`src/rtl/eth_pkg.sv`:
```
// Shared types and constants for the Ethernet receive frame sequencer.
// Frame-level FSM states, drop reason codes and framing byte values.
package eth_pkg;

    typedef enum logic [2:0] {
        ST_IDLE        = 3'd0,
        ST_PREAMBLE    = 3'd1,
        ST_HEADER      = 3'd2,
        ST_PAYLOAD     = 3'd3,
        ST_DROP        = 3'd4,
        ST_DROP_SILENT = 3'd5
    } state_t;

    typedef enum logic [2:0] {
        RSN_NONE     = 3'd0,
        RSN_PREAMBLE = 3'd1,
        RSN_ADDR     = 3'd2,
        RSN_RUNT     = 3'd3,
        RSN_LONG     = 3'd4
    } drop_rsn_t;

    localparam logic [7:0]  PREAMBLE_BYTE = 8'h55;
    localparam logic [7:0]  SFD_BYTE      = 8'hD5;
    localparam int          HDR_LEN       = 14;
    localparam int          FCS_LEN       = 4;
    localparam int          PREAMBLE_MAX  = 7;
    localparam logic [47:0] BCAST_MAC     = 48'hFFFF_FFFF_FFFF;

    // Destination accepted if promiscuous, addressed to us, or broadcast.
    function automatic logic addr_accept(input logic [47:0] dst,
                                         input logic [47:0] station,
                                         input logic        promisc);
        return promisc | (dst == station) | (dst == BCAST_MAC);
    endfunction

endpackage

```
`src/rtl/eth_fcs_strip.sv`:
```
// Delay line that withholds the trailing FCS bytes of a payload stream.
// A byte leaves only once DEPTH newer bytes exist, or on an explicit end-of-frame emit.
module eth_fcs_strip
    import eth_pkg::*;
#(
    parameter int DEPTH  = FCS_LEN + 1,
    parameter int FILL_W = $clog2(DEPTH + 1)
) (
    input  logic              clk,
    input  logic              rst_n,
    input  logic              push,
    input  logic [7:0]        din,
    input  logic              flush,
    input  logic              emit_last,
    output logic [7:0]        out_data,
    output logic              out_valid,
    output logic [FILL_W-1:0] fill
);

    logic [7:0]        line_r [DEPTH];
    logic [FILL_W-1:0] fill_r;
    logic              full_s;
    logic [7:0]        oldest_s;

    // Oldest occupied slot sits at index fill-1 of the shift line.
    always_comb begin
        oldest_s = 8'h00;
        for (int i = 0; i < DEPTH; i++) begin
            if (fill_r == FILL_W'(i + 1)) begin
                oldest_s = line_r[i];
            end else begin
                oldest_s = oldest_s;
            end
        end
    end

    assign full_s    = (fill_r == FILL_W'(DEPTH));
    assign out_data  = oldest_s;
    assign out_valid = (push && full_s) || (emit_last && (fill_r != {FILL_W{1'b0}}));
    assign fill      = fill_r;

    // Shift line and occupancy count.
    always_ff @(posedge clk or negedge rst_n) begin
        if (!rst_n) begin
            fill_r <= {FILL_W{1'b0}};
            for (int i = 0; i < DEPTH; i++) begin
                line_r[i] <= 8'h00;
            end
        end else if (flush || emit_last) begin
            fill_r <= {FILL_W{1'b0}};
        end else if (push) begin
            line_r[0] <= din;
            for (int i = 1; i < DEPTH; i++) begin
                line_r[i] <= line_r[i-1];
            end
            if (!full_s) begin
                fill_r <= fill_r + FILL_W'(1);
            end
        end
    end

endmodule

```
`src/rtl/eth_rx_frame_ctrl.sv`:
```
// Receive frame sequencer: preamble/SFD lock, header parse, address filter,
// length policing and FCS-stripped payload forwarding with per-frame status.
module eth_rx_frame_ctrl
    import eth_pkg::*;
#(
    parameter int MIN_FRAME = 64,
    parameter int MAX_FRAME = 1518,
    parameter int CNT_W     = 11
) (
    input  logic             rxClkIn,
    input  logic             rstNIn,
    input  logic             enIn,
    input  logic             promiscIn,
    input  logic [47:0]      macAddrIn,
    input  logic [7:0]       rxDataIn,
    input  logic             rxDataValidIn,
    input  logic             rxDataLastIn,
    output logic [7:0]       payloadDataOut,
    output logic             payloadValidOut,
    output logic             payloadFirstOut,
    output logic             payloadLastOut,
    output logic [47:0]      srcMacOut,
    output logic [15:0]      etherTypeOut,
    output logic             frameGoodOut,
    output logic             frameDropOut,
    output logic [2:0]       dropReasonOut,
    output logic [CNT_W-1:0] frameLenOut
);

    localparam int FILL_W = $clog2(FCS_LEN + 2);

    state_t           state_r, state_s;
    drop_rsn_t        reason_r, reason_s, drop_code_s;
    logic [CNT_W-1:0] cnt_r;
    logic [2:0]       pre_cnt_r;
    logic [3:0]       hdr_idx_r;
    logic [39:0]      dst_r;
    logic [47:0]      mac_r;
    logic             promisc_r, first_pend_r;
    logic byte_s, push_s, flush_s, emit_last_s, good_s, drop_s;
    logic sfd_s, cfg_s, to_payload_s, too_long_s, min_ok_s, addr_ok_s;
    logic [7:0]        strip_data_s;
    logic              strip_valid_s;
    logic [FILL_W-1:0] strip_fill_s;
    logic [7:0]        pay_data_r;
    logic              pay_valid_r, pay_first_r, pay_last_r, good_r, drop_r;
    logic [47:0]       src_mac_r;
    logic [15:0]       ether_type_r;
    logic [2:0]        reason_out_r;
    logic [CNT_W-1:0]  len_out_r;

    // A byte coinciding with the end-of-frame strobe is discarded.
    assign byte_s     = rxDataValidIn && !rxDataLastIn;
    assign too_long_s = (cnt_r >= CNT_W'(MAX_FRAME));
    assign min_ok_s   = (cnt_r >= CNT_W'(MIN_FRAME));
    assign addr_ok_s  = addr_accept({dst_r, rxDataIn}, mac_r, promisc_r);

    eth_fcs_strip #(.DEPTH(FCS_LEN + 1), .FILL_W(FILL_W)) u_strip (
        .clk       (rxClkIn),
        .rst_n     (rstNIn),
        .push      (push_s),
        .din       (rxDataIn),
        .flush     (flush_s),
        .emit_last (emit_last_s),
        .out_data  (strip_data_s),
        .out_valid (strip_valid_s),
        .fill      (strip_fill_s)
    );

    // Next-state and per-cycle control decode.
    always_comb begin
        state_s = state_r;  reason_s = reason_r;  drop_code_s = reason_r;
        push_s = 1'b0;  flush_s = 1'b0;  emit_last_s = 1'b0;  good_s = 1'b0;
        drop_s = 1'b0;  sfd_s = 1'b0;  cfg_s = 1'b0;  to_payload_s = 1'b0;
        case (state_r)
            ST_IDLE: begin
                if (byte_s && !enIn) begin
                    state_s = ST_DROP_SILENT;
                end else if (byte_s && (rxDataIn == PREAMBLE_BYTE)) begin
                    state_s = ST_PREAMBLE;  cfg_s = 1'b1;
                end else if (byte_s) begin
                    state_s = ST_DROP;  reason_s = RSN_PREAMBLE;
                end else begin
                    state_s = ST_IDLE;
                end
            end
            ST_PREAMBLE: begin
                if (rxDataLastIn) begin
                    state_s = ST_IDLE;  drop_s = 1'b1;  drop_code_s = RSN_PREAMBLE;
                end else if (byte_s && (rxDataIn == SFD_BYTE)) begin
                    state_s = ST_HEADER;  sfd_s = 1'b1;
                end else if (byte_s && ((rxDataIn != PREAMBLE_BYTE) || (pre_cnt_r == 3'(PREAMBLE_MAX)))) begin
                    state_s = ST_DROP;  reason_s = RSN_PREAMBLE;
                end else begin
                    state_s = ST_PREAMBLE;
                end
            end
            ST_HEADER: begin
                if (rxDataLastIn) begin
                    state_s = ST_IDLE;  drop_s = 1'b1;  drop_code_s = RSN_RUNT;
                end else if (byte_s && too_long_s) begin
                    state_s = ST_DROP;  reason_s = RSN_LONG;
                end else if (byte_s && (hdr_idx_r == 4'd5) && !addr_ok_s) begin
                    state_s = ST_DROP;  reason_s = RSN_ADDR;
                end else if (byte_s && (hdr_idx_r == 4'(HDR_LEN - 1))) begin
                    state_s = ST_PAYLOAD;  to_payload_s = 1'b1;
                end else begin
                    state_s = ST_HEADER;
                end
            end
            ST_PAYLOAD: begin
                if (rxDataLastIn && min_ok_s) begin
                    state_s = ST_IDLE;  emit_last_s = 1'b1;  good_s = 1'b1;
                end else if (rxDataLastIn) begin
                    state_s = ST_IDLE;  flush_s = 1'b1;
                    drop_s = 1'b1;  drop_code_s = RSN_RUNT;
                end else if (byte_s && too_long_s) begin
                    state_s = ST_DROP;  reason_s = RSN_LONG;  flush_s = 1'b1;
                end else begin
                    push_s = byte_s;
                end
            end
            ST_DROP: begin
                if (rxDataLastIn) begin
                    state_s = ST_IDLE;  drop_s = 1'b1;  drop_code_s = reason_r;
                end else begin
                    state_s = ST_DROP;
                end
            end
            ST_DROP_SILENT: begin
                if (rxDataLastIn) begin
                    state_s = ST_IDLE;
                end else begin
                    state_s = ST_DROP_SILENT;
                end
            end
            default: begin
                state_s = ST_IDLE;
            end
        endcase
    end

    // FSM state, frame counters and configuration latched at preamble start.
    always_ff @(posedge rxClkIn or negedge rstNIn) begin
        if (!rstNIn) begin
            state_r <= ST_IDLE;  reason_r <= RSN_NONE;  cnt_r <= {CNT_W{1'b0}};
            pre_cnt_r <= 3'd0;  hdr_idx_r <= 4'd0;  mac_r <= 48'h0;
            promisc_r <= 1'b0;  first_pend_r <= 1'b0;
        end else begin
            state_r  <= state_s;
            reason_r <= reason_s;
            if ((state_r == ST_IDLE) || sfd_s) begin
                cnt_r <= {CNT_W{1'b0}};
            end else if (byte_s && (cnt_r != {CNT_W{1'b1}})) begin
                cnt_r <= cnt_r + CNT_W'(1);
            end
            pre_cnt_r <= (state_r == ST_IDLE) ? 3'd1 : (byte_s ? pre_cnt_r + 3'd1 : pre_cnt_r);
            if (sfd_s) begin
                hdr_idx_r <= 4'd0;
            end else if ((state_r == ST_HEADER) && byte_s) begin
                hdr_idx_r <= hdr_idx_r + 4'd1;
            end
            if (cfg_s) begin
                mac_r     <= macAddrIn;
                promisc_r <= promiscIn;
            end
            if (to_payload_s) begin
                first_pend_r <= 1'b1;
            end else if (strip_valid_s || (state_r != ST_PAYLOAD)) begin
                first_pend_r <= 1'b0;
            end
        end
    end

    // Header field capture; source MAC and EtherType hold until the next header.
    always_ff @(posedge rxClkIn or negedge rstNIn) begin
        if (!rstNIn) begin
            dst_r <= 40'h0;  src_mac_r <= 48'h0;  ether_type_r <= 16'h0;
        end else if ((state_r == ST_HEADER) && byte_s) begin
            if (hdr_idx_r < 4'd5) begin
                dst_r <= {dst_r[31:0], rxDataIn};
            end else if ((hdr_idx_r >= 4'd6) && (hdr_idx_r <= 4'd11)) begin
                src_mac_r <= {src_mac_r[39:0], rxDataIn};
            end else if (hdr_idx_r >= 4'd12) begin
                ether_type_r <= {ether_type_r[7:0], rxDataIn};
            end
        end
    end

    // Registered payload stream and status pulses.
    always_ff @(posedge rxClkIn or negedge rstNIn) begin
        if (!rstNIn) begin
            pay_data_r <= 8'h00;  pay_valid_r <= 1'b0;  pay_first_r <= 1'b0;
            pay_last_r <= 1'b0;  good_r <= 1'b0;  drop_r <= 1'b0;
            reason_out_r <= 3'd0;  len_out_r <= {CNT_W{1'b0}};
        end else begin
            pay_data_r   <= strip_valid_s ? strip_data_s : 8'h00;
            pay_valid_r  <= strip_valid_s;
            pay_first_r  <= strip_valid_s && first_pend_r;
            pay_last_r   <= emit_last_s && (strip_fill_s != {FILL_W{1'b0}});
            good_r       <= good_s;
            drop_r       <= drop_s;
            reason_out_r <= drop_s ? drop_code_s : 3'd0;
            if (good_s || drop_s) begin
                len_out_r <= cnt_r;
            end
        end
    end

    assign payloadDataOut  = pay_data_r;
    assign payloadValidOut = pay_valid_r;
    assign payloadFirstOut = pay_first_r;
    assign payloadLastOut  = pay_last_r;
    assign srcMacOut       = src_mac_r;
    assign etherTypeOut    = ether_type_r;
    assign frameGoodOut    = good_r;
    assign frameDropOut    = drop_r;
    assign dropReasonOut   = reason_out_r;
    assign frameLenOut     = len_out_r;

endmodule

```
`config.mk`:
```
export PLATFORM = sky130hd
export DESIGN_NAME = eth_rx_frame_ctrl
export DESIGN_NICKNAME = d
export VERILOG_FILES = /design/src/rtl/eth_pkg.sv /design/src/rtl/eth_fcs_strip.sv /design/src/rtl/eth_rx_frame_ctrl.sv
export SDC_FILE = /design/constraint.sdc
export NUM_CORES = 1
export LEC_CHECK = 0
export ABC_AREA = 1
export CAP_MARGIN = 30
export CORE_MARGIN = 4
export CORE_UTILIZATION = 44
export CTS_CLUSTER_SIZE = 30
export DETAILED_ROUTE_END_ITERATION = 10
export DONT_BUFFER_PORTS = 1
export GPL_TIMING_DRIVEN = 0
export SLEW_MARGIN = 20
export SYNTH_ARGS = -nofsm -noshare
export SYNTH_HDL_FRONTEND = slang
export SYNTH_SLANG_ARGS = --single-unit
```
`constraint.sdc`:
```
create_clock -name rxClkIn -period 2.56 [get_ports rxClkIn]
set_clock_uncertainty 0.15 [all_clocks]
set_input_delay 0.256 -clock rxClkIn [delete_from_list [all_inputs] [get_ports rxClkIn]]
set_output_delay 0.256 -clock rxClkIn [all_outputs]
set_load 0.05 [all_outputs]
```
# Yosys cells after proc, flatten, opt, wreduce, memory -nomap -nowiden
# Index checks and enable logic that the tools add are counted.
# op_classes
n_addsub	4
mul	0
div	0
n_lt_le_gt_ge	6
n_eq_ne	33
n_shift	0
n_mux	74
bitwise_logic	5
n_reduce_logical	40
# ops
cell	count
3-bit two-way mux	34
48-bit == test	1
48-bit == test (second input constant)	1
8-bit two-way mux	6
1-bit two-way mux	26
11-bit two-way mux	2
2-bit inequality test (second input constant)	11
3-bit one-hot mux with 6 select lines	1
1-bit logical AND	16
3-bit == test (second input constant)	5
3-bit by 2-bit == test with 1-bit output (second input constant)	4
3-bit one-hot mux with 4 select lines	1
12-bit AND reduction	1
11-bit by 1-bit adder with 11-bit output (second input constant)	1
11-bit >= comparator (second input constant)	1
11-bit by 7-bit >= comparator with 1-bit output (second input constant)	1
11-bit inequality test (second input constant)	1
2-bit nonzero test	5
3-bit one-hot mux with 3 select lines	1
8-bit by 7-bit == test with 1-bit output (second input constant)	1
8-bit == test (second input constant)	1
4-bit two-way mux	2
8-bit by 7-bit inequality test with 1-bit output (second input constant)	1
3-bit by 1-bit adder with 3-bit output (second input constant)	2
other kinds (23)	36
# word_totals
ff_bits	248
latch_bits	0
ramBits	0
rom_bits	0
in_bits	62
memories	0

# Logic depth before layout (Yosys ltp)
# depth
word_depth	12
ltp_mapped	14

# Modules after synthesis
# Synthesis repeated with hierarchy kept, for this count alone.
# unflattened
cells_unflattened	1211
area_unflattened_um2	11210.8
# modules_own_cells
module	instances	cells_per_inst	area_each_um2	seq_area_each_um2
eth_rx_frame_ctrl	1	927	9054.9	5129.9
eth_fcs_strip	1	284	2155.8	1076.0

# Worst setup path after synthesis
# OpenSTA, ideal clock, no wires.
# synth_path
kind	reg2reg
startpoint	register state_r[1]
endpoint	register mac_r[37]
t_arrival_ns	1.634
required_ns	2.285
slack_ns	0.651
stages_incl_launch_ff	10
n_path_buf	2
period_less_slack_ns	1.909
path_cell_list	dfrtp_1 nor2_1 inv_1 nor2_1 nand2_1 inv_2 nand3_2 buf_6 buf_6 mux2_4
# synth_between
elab_chain_len	2
# synth_rtl
item	line	text
from (decl)	eth_rx_frame_ctrl.sv:32	state_t state_r, state_s;
from (signal assigned)	eth_rx_frame_ctrl.sv:150	state_r <= state_s;
3-bit zero test	eth_rx_frame_ctrl.sv:75	case (state_r)
1-bit two-way mux	eth_rx_frame_ctrl.sv:75	
to (signal assigned)	eth_rx_frame_ctrl.sv:164	mac_r <= macAddrIn;
to (decl)	eth_rx_frame_ctrl.sv:38	logic [47:0] mac_r;
# Every way passes these cells.
# A chain may end at the register's enable or synchronous reset.

# Worst setup path in the final report
# layout_path
startpoint	register cnt_r[0]
endpoint	register u_strip.line_r[36] (netlist name)
# layout_between
elab_chain_len	9
word_cells_on_any_way	17
classes_between	order compare (2); mux (10); bitwise (1); reduce/logical (4)
# layout_rtl
item	line	text
from (decl)	eth_rx_frame_ctrl.sv:34	logic [CNT_W-1:0] cnt_r;
from (signal assigned)	eth_rx_frame_ctrl.sv:153	cnt_r <= {CNT_W{1'b0}};
from (signal assigned)	eth_rx_frame_ctrl.sv:155	cnt_r <= cnt_r + CNT_W'(1);
11-bit >= comparator	eth_rx_frame_ctrl.sv:54	assign too_long_s = (cnt_r >= CNT_W'(MAX_FRAME));
1-bit logical AND	eth_rx_frame_ctrl.sv:117	end else if (byte_s && too_long_s) begin
1-bit two-way mux	eth_rx_frame_ctrl.sv:117	
1-bit two-way mux	eth_rx_frame_ctrl.sv:114	end else if (rxDataLastIn) begin
1-bit two-way mux	eth_rx_frame_ctrl.sv:112	if (rxDataLastIn && min_ok_s) begin
1-bit two-way mux	eth_rx_frame_ctrl.sv:75	
1-bit logical OR	eth_fcs_strip.sv:49	end else if (flush || emit_last) begin
1-bit NOT (no source line)	n/a	
2-bit AND reduction (no source line) *	n/a	
to (signal, indexed assignment)	eth_fcs_strip.sv:54	line_r[i] <= line_r[i-1];
to (decl)	eth_fcs_strip.sv:20	logic [7:0] line_r [DEPTH];
# Every way passes the cells marked *; elsewhere a longest branch is shown, timed or not.

==> results.sh <==
export IMPL_routed_wl_mm=26.94
export IMPL_grt_pass1_wl_mm=44.05
export IMPL_arrival_ns=2.62
export IMPL_tightest_slew_ns=0.5960
export IMPL_crit_fanout=10
export IMPL_cts_resized=0
export IMPL_clkLatencyLatePin_ns=0.54
export IMPL_powerDensity_mw_per_mm2=736.0
export IMPL_row_count=57
export IMPL_busiest_layer="met2"
export IMPL_cp_slowest_cell="dfrtp_1"
export IMPL_synth_top_cells_by_area="dfrtp_1, nand2_1, o21ai_0"
export IMPL_netlist_area_sq_mm=0.01099
export IMPL_ys_ff_latch=248
export IMPL_drt_initial_drc_count=656
export IMPL_antenna_violating_nets_post_route=0
export IMPL_outcome="finished with violations"
export IMPL_avgSynthCellArea_sq_um=9.616
export IMPL_vias_per_cell=5.058
export IMPL_synth_nets=1218
export IMPL_synth_compound_area_share=0.09734
export IMPL_nets=1308
export IMPL_use_met1=0.2643
export IMPL_drt_pass1_iterations=5
export IMPL_critPathLaunchType="register"
export IMPL_floorplan_initialDensity=0.4493
export IMPL_clockRootBuffer="clkbuf_16"
export IMPL_synth_xor_area_frac=0.03188
export IMPL_reg2reg_depth=11
export IMPL_synthCells=1143
export IMPL_synth_enable_flop_cells=0
export IMPL_required_ns=2.86
export IMPL_num_vias=7982
export IMPL_cts_hold_buffers_added=60
export IMPL_die_x_microns=166.0
export IMPL_yosysUniqueCellTypes=36
export IMPL_drive_gt1_frac=0.1212
export IMPL_place_area_sq_mm=0.01140
export IMPL_io_pins=153
export IMPL_fin_crit_ns=2.315
export IMPL_clock_fmax_ghz=0.4320
export IMPL_cts_max_level=1
export IMPL_grt_overflow=0
export IMPL_yosysMostFrequentCell="nand2_1"
export IMPL_cts_buffer_depth=3
export IMPL_antenna_found_initial=0
export IMPL_io_buffer_count=0
export IMPL_crit_chain="inv_1 > ha_1 > nor2_1 > o21ai_0 > nand3_1 > nand2_1 > nor3_2 > buf_2 > buf_2 > nand2_1 > o21ai_0"
export IMPL_ir_drop_mv=0.5307
export IMPL_design_area_sq_mm=0.01302
export IMPL_gp_congestion=0.8242
export IMPL_grt_max_degree=249
export IMPL_synthAdderAreaFrac=0.01480
export IMPL_violations="negative hold slack"
export IMPL_synth_common_cells="nand2_1, dfrtp_1, inv_1, o21ai_0, nor2_1"
export IMPL_grtUsageTotal=0.1933
export IMPL_power_leakage_uw=0.006455
export IMPL_synthSimpleGateAreaFrac=0.1563
export IMPL_grt_setup_unrepaired="false"
export IMPL_met2_usage=0.3226
export IMPL_synth_flop_cell="dfrtp_1"
export IMPL_synth_top_area_share=0.5647
export IMPL_grt_use_met3=0.04308
export IMPL_dp_hpwl_mm=18.69
export IMPL_yosysWarnings=0
export IMPL_finalHoldViolCount=248
export IMPL_core_sq_mm=0.02446
export IMPL_cts_sinks=248
export IMPL_maxCapViolCount=0
export IMPL_final_setup_tns_ns=0
export IMPL_postCtsSetupBuffers=0
export IMPL_period_share=0.9043
export IMPL_muxShareOfSynthArea=0.07377
export IMPL_die_area_sq_mm=0.02757
export IMPL_cts_tree="yes"
export IMPL_wl_per_cell_microns=17.07
export IMPL_grt_pass1_vias=8059
export IMPL_synth_top_cell_by_area="dfrtp_1"
export IMPL_async_flop_share=1.000
export IMPL_max_stage_delay_ns=0.34
export IMPL_slew_viol_final=0
export IMPL_drc=0
export IMPL_critPathKind="reg2reg"
export IMPL_path_clk_slew_ns=0.06
export IMPL_whs_ns=-0.7295
export IMPL_diodes=0
export IMPL_die_h_microns=166.0
export IMPL_yosysSeqAreaShare=0.5647
export IMPL_areaGrowthSynthToFinish_pct=18.42
export IMPL_endpoint_kind="register"
export IMPL_finalSetupViolCount=0
export IMPL_synth_top_family_by_area="simple AND/OR/NAND/NOR gates"
export IMPL_slew_headroom=0.6027
export IMPL_numCtsBuffers=28
export IMPL_hold_path_class="in2async"
sequential cells by signal (all words and copies together), names as in the netlist, 4 cells and up:
| name | count |
|---|---|
| dst_r | 40 |
| hdr_idx_r | 4 |
| etherTypeOut | 16 |
| payloadDataOut | 8 |
| u_strip.line_r | 40 |
| frameLenOut | 11 |
| srcMacOut | 48 |
| mac_r | 48 |
| cnt_r | 11 |
worst max-delay path, delay by kind of cell, from the launching register on:
family,cells,cell delay [ns]
AOI/OAI and AO/OA,2,0.18
adders and majority gates,1,0.21
and+or+nand+nor,5,0.68
DFF,1,0.34
buffers and inverters,3,0.68
power by group:
| part | switching [uW] | internal (uW) | total [uW] | leakage, uW |
|---|---|---|---|---|
| clock network | 1580 | 2750 | 4320 | 0.000506 |
| logic | 331 | 254 | 584 | 0.00277 |
| registers | 552 | 4120 | 4670 | 0.00318 |
| total | 2460 | 7120 | 9580 | 0.00645 |
cell type report:
type                       instances  area [sq um]
inverter                         130         488.0
timing repair buffer              60         600.6
buffer                            36         185.2
sequential                       248          6206
tap                              324         405.4
clock inverter                     8         140.1
clock buffer                      43         878.3
fill                            2249         11450
multi-input combinational        729          4111
per-layer routing:
metal / part of all wire / routed length [microns]
met1: 0.44 / 11860
met2: 0.48 / 13010
met3: 0.062 / 1675
met4: 0.015 / 394
met5: 0 / 0
cell usage in the layout, fill, tap and decap left out, drive strengths merged:
| cell | netlist | routed |
|---|---|---|
| a211oi | 1 | 1 |
| nor3b | 1 | 1 |
| dfrtp | 248 | 248 |
| xnor2 | 40 | 40 |
| o21ai | 121 | 121 |
| nor2 | 92 | 92 |
| nand2 | 264 | 264 |
| nand4 | 12 | 12 |
| clkbuf | 21 | 64 |
| a21oi | 45 | 45 |
| mux2 | 66 | 66 |
| o221ai | 7 | 7 |
| bufinv | 0 | 4 |
| o211ai | 15 | 15 |
| buf | 15 | 15 |
| a31oi | 1 | 1 |
| nor4 | 3 | 3 |
| o31ai | 2 | 2 |
| nor3 | 17 | 17 |
| nand3 | 22 | 22 |
| ha | 13 | 13 |
| dlygate4sd3 | 0 | 60 |
| clkinv | 0 | 4 |
| o22ai | 4 | 4 |
| a21o | 1 | 1 |
| inv | 130 | 130 |
| nand3b | 2 | 2 |
path summary, 6_finish.rpt:
| path | from | to | slack [ns] |
|---|---|---|---|
| max in group asynchronous | rstNIn | cnt_r[2]$_DFFE_PN0P_ | 2.72 |
| worst max register to register | cnt_r[0]$_DFFE_PN0P_ | u_strip.line_r[36]$_DFFE_PN0P_ | 0.24 |
| worst max-delay path | cnt_r[0]$_DFFE_PN0P_ | u_strip.line_r[36]$_DFFE_PN0P_ | 0.24 |
| min in group rxClkIn | rxDataIn[0] | state_r[1]$_DFFE_PN0P_ | 0.02 |
| worst min register to register | reason_r[0]$_DFFE_PN0P_ | reason_r[0]$_DFFE_PN0P_ | 0.32 |
| worst min-delay path | rstNIn | mac_r[34]$_DFFE_PN0P_ | -0.73 |
through the flow:
stage                     utilization  setup slack (ns)  instances  total power [uW]  hold slack (ns)
after detailed placement       0.4659            0.2380       1467              5249          -0.1786
after floorplan                     -            0.6512       1143              5091          -0.1896
after global placement         0.4659            0.2747       1467              5238          -0.1797
final                          0.5320            0.2450       1578              9579          -0.7295
after global routing           0.5320           0.03679       1578              9988          -0.7556
after CTS                      0.5320            0.2318       1578              9680          -0.7474
kinds of logic (layout without fill, tap and decap cells):
| kind of cell | Yosys count | in the layout |
|---|---|---|
| AND/OR/NAND/NOR | 413 | 413 |
| AO/OA/AOI/OAI | 197 | 197 |
| multiplexers | 66 | 66 |
| buffers and inverters | 166 | 277 |
| XOR/XNOR | 40 | 40 |
| flip-flops | 248 | 248 |
| adder cells (fa/ha/maj) | 13 | 13 |
Note: power is estimated with default switching activity, not from simulation.
